[src/rtl/aes_pkg.sv]
// rtl/aes_pkg.sv - shared AES widths, sequencer state type and GF(2^8) helpers
package aes_pkg;

  typedef enum logic [1:0] {IDLE, RUN, DONE} imc_state_t;

  localparam int AES_COLS    = 4;
  localparam int AES_COL_W   = 32;
  localparam int AES_STATE_W = 128;

  function automatic logic [7:0] xtime(input logic [7:0] b);
    return {b[6:0], 1'b0} ^ (b[7] ? 8'h1b : 8'h00);
  endfunction

  // Multiply by a 4-bit constant as a sum of x, 2x, 4x and 8x.
  function automatic logic [7:0] gmul(input logic [7:0] b, input logic [3:0] k);
    logic [7:0] x2, x4, x8;
    x2 = xtime(b);
    x4 = xtime(x2);
    x8 = xtime(x4);
    return (k[0] ? b : 8'h00) ^ (k[1] ? x2 : 8'h00) ^
           (k[2] ? x4 : 8'h00) ^ (k[3] ? x8 : 8'h00);
  endfunction

endpackage

[src/rtl/inv_mix_columns_seq_if.sv]
// rtl/inv_mix_columns_seq_if.sv - state input and result output handshakes
interface inv_mix_columns_seq_if;
  import aes_pkg::*;

  logic                   in_valid;
  logic                   in_ready;
  logic [0:AES_STATE_W-1] in_state;
  logic                   in_bypass;
  logic                   out_valid;
  logic                   out_ready;
  logic [0:AES_STATE_W-1] out_state;

  modport slave (
    input  in_valid, in_state, in_bypass, out_ready,
    output in_ready, out_valid, out_state
  );

  modport master (
    output in_valid, in_state, in_bypass, out_ready,
    input  in_ready, out_valid, out_state
  );

endinterface

[src/rtl/inv_mix_columns_seq_word.sv]
// rtl/inv_mix_columns_seq_word.sv - combinational InvMixColumns on one 32-bit column
module inv_mix_columns_seq_word
  import aes_pkg::*;
(
  input  logic [AES_COL_W-1:0] word,
  output logic [AES_COL_W-1:0] result
);

  logic [7:0] a0, a1, a2, a3;

  assign {a0, a1, a2, a3} = word;

  assign result = {
    gmul(a0, 4'he) ^ gmul(a1, 4'hb) ^ gmul(a2, 4'hd) ^ gmul(a3, 4'h9),
    gmul(a0, 4'h9) ^ gmul(a1, 4'he) ^ gmul(a2, 4'hb) ^ gmul(a3, 4'hd),
    gmul(a0, 4'hd) ^ gmul(a1, 4'h9) ^ gmul(a2, 4'he) ^ gmul(a3, 4'hb),
    gmul(a0, 4'hb) ^ gmul(a1, 4'hd) ^ gmul(a2, 4'h9) ^ gmul(a3, 4'he)
  };

endmodule

[src/rtl/inv_mix_columns_seq.sv]
// rtl/inv_mix_columns_seq.sv - one column per clock through a shared InvMixColumns unit
module inv_mix_columns_seq
  import aes_pkg::*;
(
  input  logic                  Clk,
  input  logic                  Reset_n,
  inv_mix_columns_seq_if.slave  bus,
  output logic                  busy
);

  imc_state_t             fsm, fsm_next;
  logic [1:0]             col, col_next;
  logic [0:AES_STATE_W-1] state_reg, state_reg_next;
  logic                   out_valid_q, out_valid_next;
  logic [AES_COLS-1:0]    col_en;
  logic [AES_COL_W-1:0]   mux_word, unit_word;

  always_ff @(posedge Clk or negedge Reset_n) begin
    if (!Reset_n) begin
      fsm         <= IDLE;
      col         <= 2'd0;
      state_reg   <= '0;
      out_valid_q <= 1'b0;
    end else begin
      fsm         <= fsm_next;
      col         <= col_next;
      state_reg   <= state_reg_next;
      out_valid_q <= out_valid_next;
    end
  end

  always_comb begin
    mux_word = '0;
    for (int c = 0; c < AES_COLS; c++) begin
      if (col == c[1:0]) mux_word = state_reg[c*AES_COL_W +: AES_COL_W];
    end
  end

  inv_mix_columns_seq_word u_word (
    .word   (mux_word),
    .result (unit_word)
  );

  always_comb begin
    fsm_next       = fsm;
    col_next       = col;
    state_reg_next = state_reg;
    out_valid_next = out_valid_q;
    col_en         = '0;
    unique case (fsm)
      IDLE: begin
        if (bus.in_valid) begin
          state_reg_next = bus.in_state;
          col_next       = 2'd0;
          fsm_next       = bus.in_bypass ? DONE : RUN;
        end
      end
      RUN: begin
        col_en   = 4'b0001 << col;
        col_next = col + 2'd1;
        for (int c = 0; c < AES_COLS; c++) begin
          if (col_en[c]) state_reg_next[c*AES_COL_W +: AES_COL_W] = unit_word;
        end
        if (col == 2'd3) begin
          fsm_next       = DONE;
          out_valid_next = 1'b1;
        end
      end
      DONE: begin
        // A bypassed state spends one cycle here before out_valid rises.
        if (out_valid_q && bus.out_ready) begin
          fsm_next       = IDLE;
          out_valid_next = 1'b0;
        end else begin
          out_valid_next = 1'b1;
        end
      end
      default: fsm_next = IDLE;
    endcase
  end

  always_comb begin
    bus.in_ready  = (fsm == IDLE);
    bus.out_valid = out_valid_q;
    bus.out_state = state_reg;
    busy          = (fsm != IDLE);
  end

endmodule

[src/flat_wrapper.sv]
// flat-port wrapper written by rule: the top's interface ports become plain ports
module inv_mix_columns_seq_flat import aes_pkg::*;
  (Clk, Reset_n, busy, bus_in_valid, bus_in_state, bus_in_bypass, bus_out_ready, bus_in_ready, bus_out_valid, bus_out_state);
  inv_mix_columns_seq_if bus_i ();
  input  logic Clk;
  input  logic Reset_n;
  output logic busy;
  input wire logic [$bits(bus_i.in_valid)-1:0] bus_in_valid;
  input wire logic [$bits(bus_i.in_state)-1:0] bus_in_state;
  input wire logic [$bits(bus_i.in_bypass)-1:0] bus_in_bypass;
  input wire logic [$bits(bus_i.out_ready)-1:0] bus_out_ready;
  output wire logic [$bits(bus_i.in_ready)-1:0] bus_in_ready;
  output wire logic [$bits(bus_i.out_valid)-1:0] bus_out_valid;
  output wire logic [$bits(bus_i.out_state)-1:0] bus_out_state;
  assign bus_i.in_valid = bus_in_valid;
  assign bus_i.in_state = bus_in_state;
  assign bus_i.in_bypass = bus_in_bypass;
  assign bus_i.out_ready = bus_out_ready;
  assign bus_in_ready = bus_i.in_ready;
  assign bus_out_valid = bus_i.out_valid;
  assign bus_out_state = bus_i.out_state;
  inv_mix_columns_seq u_core (.Clk(Clk), .Reset_n(Reset_n), .bus(bus_i), .busy(busy));
endmodule
[config.mk]
export PLATFORM = sky130hd
export DESIGN_NAME = inv_mix_columns_seq_flat
export DESIGN_NICKNAME = d
export VERILOG_FILES = /design/src/rtl/aes_pkg.sv /design/src/rtl/inv_mix_columns_seq_if.sv /design/src/rtl/inv_mix_columns_seq_word.sv /design/src/rtl/inv_mix_columns_seq.sv /design/src/flat_wrapper.sv
export SDC_FILE = /design/constraint.sdc
export NUM_CORES = 1
export LEC_CHECK = 0
export CAP_MARGIN = 20
export CORE_ASPECT_RATIO = 2
export CORE_MARGIN = 4
export CORE_UTILIZATION = 54
export CTS_BUF_LIST = sky130_fd_sc_hd__clkbuf_2 sky130_fd_sc_hd__clkbuf_4 sky130_fd_sc_hd__clkbuf_8
export DETAILED_ROUTE_END_ITERATION = 8
export GPL_TIMING_DRIVEN = 1
export PLACE_DENSITY = 0.89
export SETUP_SLACK_MARGIN = 0.4
export SYNTH_ARGS = -nofsm -noshare
export SYNTH_HDL_FRONTEND = slang
export SYNTH_SLANG_ARGS = --single-unit
[constraint.sdc]
create_clock -name Clk -period 7.62 [get_ports Clk]
set_input_delay 1.524 -clock Clk [delete_from_list [all_inputs] [get_ports Clk]]
set_output_delay 1.524 -clock Clk [all_outputs]
set_load 0.005 [all_outputs]
==> impl_metrics.py, run 1 <==
metrics = {
    "grt": {
        "grt_max_degree": 68,
        "grt_pass1_vias": 9425,
        "grt_first_pass_wirelength_um": 52970,
        "overflow": 0,
        "grt_usage_pct": 35.90,
        "grt_antenna_before_repair": 0,
    },
    "logic_synthesis": {
        "yosysSeqAreaShare_pct": 35.89,
        "ys_types": 53,
        "ys_warn_count": 0,
        "syn-instance-count": 1002,
        "async_reset_ff_share_pct": 100.0,
        "synth-edff-count": 0,
        "synth_nets": 1139,
        "synth_seq_cells": 133,
        "ys.flop_type": "dfrtp_1",
        "syn_area_um2": 9273,
        "synth.avg_cell_area_um2": 9.254,
    },
    "drt": {
        "ant_nets": 0,
        "dr.pass1.iters": 7,
        "routed_via_density": 6.125,
        "wl_per_cell_um": 24.11,
        "drt-initial-drc-count": 626,
        "route.detailed.drc": 0,
        "drt_wl_total_um": 35000,
        "vias": 8894,
    },
    "critical_path": {
        "critPathKind": "register to register",
        "path_delay_family": "XOR/XNOR gates",
        "crit_arrival_ns": 5.01,
        "cp.required_ns": 7.94,
        "critical_path_buf_inv_count": 2,
        "slowest_delay_ns": 0.71,
        "crit_top_cell": "xnor2_1",
        "critPathSlowestCell": "nor2b_2",
        "crit_fanout": 41,
        "worstPathCellList": "inv_1, ha_2, nor2b_2, buf_4, a22oi_1, a21oi_2, xnor3_1, xor2_1, xnor2_1, xnor2_1, nor2_1, o31ai_1",
        "crit_path_end_kind": "register",
        "cp-start-kind": "register",
    },
    "timing": {
        "finalClockSkew_ns": 0.01410,
        "finalSetupViolCount": 0,
        "worst_pin_slew_ns": 1.142,
        "period_share_pct": 61.65,
        "hold_viol": 0,
        "rsz0062_at_grt": "false",
        "fmax_ghz": 0.2129,
        "setup_tns_ns": 0,
        "period_needed_ns": 4.698,
        "maxSlewViolCount": 0,
        "relSlewSlack_pct": 23.34,
    },
    "finish": {
        "fin_nets": 1369,
        "final_common_cell": "clkdlybuf4s50_1",
        "most-common-layout-cells": "clkdlybuf4s50_1, dfrtp_1, nand2_1, xnor2_1, o21ai_0",
        "n_antenna_cell": 0,
        "fillers": 1218,
        "drive_gt1_share_pct": 8.594,
        "syn_to_final_growth_pct": 34.22,
    },
    "placement": {
        "io_buffer_count": 263,
        "dpl.hpwl_um": 26290,
        "gp_congestion": 1.041,
    },
    "cts": {
        "cts_sinks": 133,
        "postCtsHoldBufs": 0,
        "post-cts-setup-buffer-count": 0,
        "cts.clk_slew.worst_paths_ns": 0.07,
        "clock_latency_ns": 0.46,
        "cts_resized": 0,
        "cts_tree": "built",
        "cts_buffers": 17,
        "htree_levels": 4,
        "cts-root-buf": "clkbuf_8",
        "clockBufferDepth": 2,
    },
    "floorplanning": {
        "initial_core_util_pct": 55.03,
        "pin_count": 264,
        "fp.dieArea_um2": 19460,
        "die_w_um": 100.7,
        "die_height_um": 193.3,
        "core_area_um2": 16850,
        "rows": 67,
    },
    "job": {
        "max-cap-violations": 0,
    },
    "hold_path": {
        "hold_path.class": "register to register",
    },
    "run_status": {
        "status": "finished clean",
    },
}
[final timing paths]
path | startpoint | end | slack [ns] | depth (start not counted)
max | u_core.col[1]$_DFFE_PN0P_ | u_core.bus.out_state[56]$_DFFE_PN0P_ | 2.92 | 12
min | u_core.bus.out_state[89]$_DFFE_PN0P_ | u_core.bus.out_state[89]$_DFFE_PN0P_ | 0.52 | 2
max reg2reg | u_core.col[1]$_DFFE_PN0P_ | u_core.bus.out_state[56]$_DFFE_PN0P_ | 2.92 | 12
min reg2reg | u_core.bus.out_state[89]$_DFFE_PN0P_ | u_core.bus.out_state[89]$_DFFE_PN0P_ | 0.52 | 2
max in group asynchronous | Reset_n | u_core.bus.out_state[41]$_DFFE_PN0P_ | 5.27 | 2
min in group asynchronous | Reset_n | u_core.bus.out_state[81]$_DFFE_PN0P_ | 1.04 | 1
[stage by stage]
stage	util, %	hold slack [ns]	area, um2	setup WS, ns	cells
after floorplan	-	0.4863	9273	4.451	1002
after global placement	71.11	0.4864	11980	3.157	1420
after detailed placement	71.11	0.4953	11980	2.994	1420
after CTS	73.86	0.5217	12450	2.972	1452
after global routing	73.86	0.5549	12450	2.808	1452
final	73.86	0.5177	12450	2.922	1452
[cell type report]
| class | count | area [um2] | share of cell area [%] |
|---|---|---|---|
| tap | 207 | 259.0 | 2.081 |
| multi-input combinational | 794 | 5622 | 45.17 |
| clock buffer | 20 | 262.8 | 2.111 |
| sequential | 133 | 3328 | 26.74 |
| inverter | 9 | 33.78 | 0.2714 |
| clock inverter | 12 | 201.4 | 1.619 |
| timing repair buffer | 277 | 2739 | 22.01 |
[flip-flops by register name, summed over array words and instances, names as in the netlist]
register and count:
u_core.bus.out_state 128, u_core.bus.out_valid 1, u_core.col 2, u_core.fsm 2
[synthesized netlist by cell type (4+ instances only)]
master,count,area [um2]
a211o_1,8,70.07
a21o_1,4,30.03
a21oi_1,54,270.3
a21oi_2,13,113.9
a21oi_4,7,113.9
a221o_1,4,40.04
a22oi_1,22,165.2
a22oi_2,5,62.56
a31oi_1,28,175.2
buf_4,7,52.55
buf_6,6,67.56
clkbuf_1,46,172.7
dfrtp_1,133,3328
ha_1,4,50.05
inv_1,9,33.78
mux2i_1,7,70.07
nand2_1,132,495.5
nand2b_1,4,25.02
nand3b_1,7,52.55
nor2_1,92,345.3
nor2b_1,6,37.54
nor3_1,8,40.04
o21ai_0,111,555.5
o21ai_1,16,80.08
o22ai_1,23,143.9
o31ai_1,21,157.7
xnor2_1,114,998.5
xnor2_2,14,227.7
xnor3_1,28,630.6
xor2_1,34,297.8
[worst min-delay path, stage by stage (launching register included)]
cell     delay [ns]
dfrtp_1        0.37
nand2_1        0.06
o31ai_1        0.05
[layer usage]
layer / GRT usage [%] / vias to the layer above / share of wire (%)
li1: - / 3935 / -
met1: 37.67 / 4281 / 33
met2: 65.42 / 526 / 55
met3: 5.443 / 152 / 6.6
met4: 20.84 / 0 / 6.0
met5: 0 / - / 0
[kinds of logic (layout without fill, tap and decap cells)]
group           count (synthesis)  in the layout  share of synthesized area [%]
simple gates                  262            262                          11.69
flops                         133            133                          35.89
fa+ha+maj                       4              4                         0.5398
mux                             8              8                         0.8771
compound gates                324            324                          22.21
buf+inv                        75            318                          3.967
xor+xnor                      196            196                          24.83
Power of run 1 is left out: the tool's default activity adds up to more than one toggle a clock period on the data nets, which glitch-free logic cannot reach.
==> run 2: changes to the inputs <==
--- a/config.mk
+++ b/config.mk
@@ -8,11 +8,11 @@
 export CAP_MARGIN = 20
 export CORE_ASPECT_RATIO = 2
 export CORE_MARGIN = 4
-export CORE_UTILIZATION = 54
+export CORE_UTILIZATION = 50
 export CTS_BUF_LIST = sky130_fd_sc_hd__clkbuf_2 sky130_fd_sc_hd__clkbuf_4 sky130_fd_sc_hd__clkbuf_8
 export DETAILED_ROUTE_END_ITERATION = 8
 export GPL_TIMING_DRIVEN = 1
-export PLACE_DENSITY = 0.89
+export PLACE_DENSITY = 0.83
 export SETUP_SLACK_MARGIN = 0.4
 export SYNTH_ARGS = -nofsm -noshare
 export SYNTH_HDL_FRONTEND = slang
==> constraint.sdc (replaced) <==
create_clock -name Clk -period 4.75 [get_ports Clk]
set_input_delay 0.95 -clock Clk [delete_from_list [all_inputs] [get_ports Clk]]
set_output_delay 0.95 -clock Clk [all_outputs]
set_load 0.005 [all_outputs]
==> run 2 against run 1 <==
  * Critical path depth is the same
  * Register-to-register slack lost 2.4 ns
  * Final area grew 0.21%
  * Utilization shrank 5.7 points
  * Maximum frequency grew 12%
  * Setup slack lost 2.4 ns
==> impl_metrics.py, run 2 (same netlist as run 1, synthesis figures left out) <==
metrics = {
    "run_status": {
        "status": "finished clean",
    },
    "grt": {
        "grt_pass1_vias": 9533,
        "grt_usage_pct": 33.59,
        "grt_max_degree": 106,
        "grt_antenna_before_repair": 0,
        "grt_first_pass_wirelength_um": 53520,
        "overflow": 0,
    },
    "finish": {
        "most-common-layout-cells": "clkdlybuf4s50_1, dfrtp_1, nand2_1, xnor2_1, o21ai_0",
        "syn_to_final_growth_pct": 34.50,
        "fin_nets": 1381,
        "largest_reg_flops": 128,
        "final_common_cell": "clkdlybuf4s50_1",
        "n_antenna_cell": 0,
        "drive_gt1_share_pct": 9.467,
        "post-route-util_pct": 68.13,
    },
    "timing": {
        "period_share_pct": 88.10,
        "setup_tns_ns": 0,
        "maxSlewViolCount": 0,
        "worst_pin_slew_ns": 1.002,
        "hold_viol": 0,
        "finalSetupViolCount": 0,
        "finalClockSkew_ns": 0.01086,
        "relSlewSlack_pct": 33.06,
        "hold_ws_ns": 0.5088,
        "fmax_ghz": 0.2390,
        "period_needed_ns": 4.185,
        "rsz0062_at_grt": "false",
    },
    "placement": {
        "io_buffer_count": 263,
        "dpl.hpwl_um": 27250,
        "gp_congestion": 1.083,
    },
    "hold_path": {
        "hold_end": "u_core.bus.out_state[45]$_DFFE_PN0P_",
        "min_delay_path_depth": 2,
        "hold_path.class": "register to register",
        "hp-start": "u_core.bus.out_state[45]$_DFFE_PN0P_",
    },
    "cts": {
        "cts_sinks": 133,
        "clock_latency_ns": 0.47,
        "htree_levels": 4,
        "clockBufferDepth": 2,
        "cts-root-buf": "clkbuf_8",
        "cts_tree": "built",
        "cts.clk_slew.worst_paths_ns": 0.08,
        "postCtsHoldBufs": 0,
        "cts_buffers": 17,
    },
    "drt": {
        "drt-initial-drc-count": 601,
        "route.detailed.drc": 0,
        "dr.pass1.iters": 6,
        "wl_per_cell_um": 24.13,
        "drt_wl_total_um": 35540,
        "vias": 8876,
        "ant_nets": 0,
        "routed_via_density": 6.026,
    },
    "critical_path": {
        "r2r_slack_ns": 0.57,
        "critPathKind": "register to register",
        "r2r-start": "u_core.col[1]$_DFFE_PN0P_",
        "cp-start-kind": "register",
        "crit_path_end_kind": "register",
        "cp.required_ns": 5.11,
        "reg2regPathDepth": 12,
        "crit_arrival_ns": 4.55,
        "crit_fanout": 28,
        "rr_endpoint": "u_core.bus.out_state[24]$_DFFE_PN0P_",
    },
    "job": {
        "max-cap-violations": 0,
    },
    "floorplanning": {
        "initial_core_util_pct": 50.66,
        "die_height_um": 200.6,
        "core_area_um2": 18310,
        "pin_count": 264,
        "die_w_um": 104.3,
        "rows": 70,
        "fp.dieArea_um2": 20920,
    },
}
[run 2: worst max path at each step]
stage / cells past startpoint / slack, ns / endpoint / start
2_1_floorplan: 12 / 1.58 / u_core.bus.out_state[50]$_DFFE_PN0P_ / u_core.col[0]$_DFFE_PN0P_
5_1_grt: 12 / 0.41 / u_core.bus.out_state[88]$_DFFE_PN0P_ / u_core.col[1]$_DFFE_PN0P_
3_3_place_gp: 12 / 0.60 / u_core.bus.out_state[120]$_DFFE_PN0P_ / u_core.col[0]$_DFFE_PN0P_
6_report: 12 / 0.57 / u_core.bus.out_state[24]$_DFFE_PN0P_ / u_core.col[1]$_DFFE_PN0P_
4_1_cts: 12 / 0.56 / u_core.bus.out_state[24]$_DFFE_PN0P_ / u_core.col[0]$_DFFE_PN0P_
3_5_place_dp: 12 / 0.60 / u_core.bus.out_state[24]$_DFFE_PN0P_ / u_core.col[0]$_DFFE_PN0P_
[run 2: critical path, cell delays in order (launching register included)]
cell and delay (ns):
dfrtp_1 0.42, inv_1 0.09, ha_2 0.57, nor2b_2 0.14, buf_4 0.23, a221o_1 0.31, a22oi_2 0.36, xnor3_1 0.61
xor2_1 0.24, xnor2_1 0.44, xnor2_1 0.23, nor2_1 0.14, o31ai_1 0.31
[run 2: repair_timing]
item	4_1_cts	5_1_grt
setup buffers	0	0
resized for setup	0	1
setup endpoints to repair	0	1
[run 2: area by class of cell]
cell class,instances,area [um2]
fillers,1454,5833
multi-input cells,794,5614
flip-flops and latches,133,3328
repair buffers,289,2841
clock buffers,21,282.8
well taps,216,270.3
clock inverters,11,101.3
inverters,9,33.78
[run 2: stage by stage]
stage / instance area, um2 / setup WS (ns) / cells
floorplan: 9273 / 1.581 / 1002
global placement: 12080 / 0.5959 / 1441
detailed placement: 12080 / 0.5967 / 1441
CTS: 12460 / 0.5622 / 1473
global route: 12470 / 0.4119 / 1473
finish: 12470 / 0.5652 / 1473
[run 2: layer usage]
metal	vias up	wire, um	GRT usage (%)
met5	-	0	0
met4	0	2370	21.59
met3	150	2234	5.278
met2	520	19220	62.07
met1	4246	11710	34.47
li1	3960	-	-
Power of run 2 is left out for the same reason.
==> run 3: changes to the inputs <==
--- a/config.mk
+++ b/config.mk
@@ -14,6 +14,7 @@
 export GPL_TIMING_DRIVEN = 1
 export PLACE_DENSITY = 0.83
 export SETUP_SLACK_MARGIN = 0.4
+export SKIP_CTS_REPAIR_TIMING = 1
 export SYNTH_ARGS = -nofsm -noshare
 export SYNTH_HDL_FRONTEND = slang
 export SYNTH_SLANG_ARGS = --single-unit
==> results of run 3 <==
The final DEF is identical to that of run 2; final timing and power are the same.
Power of run 3 is left out for the same reason.
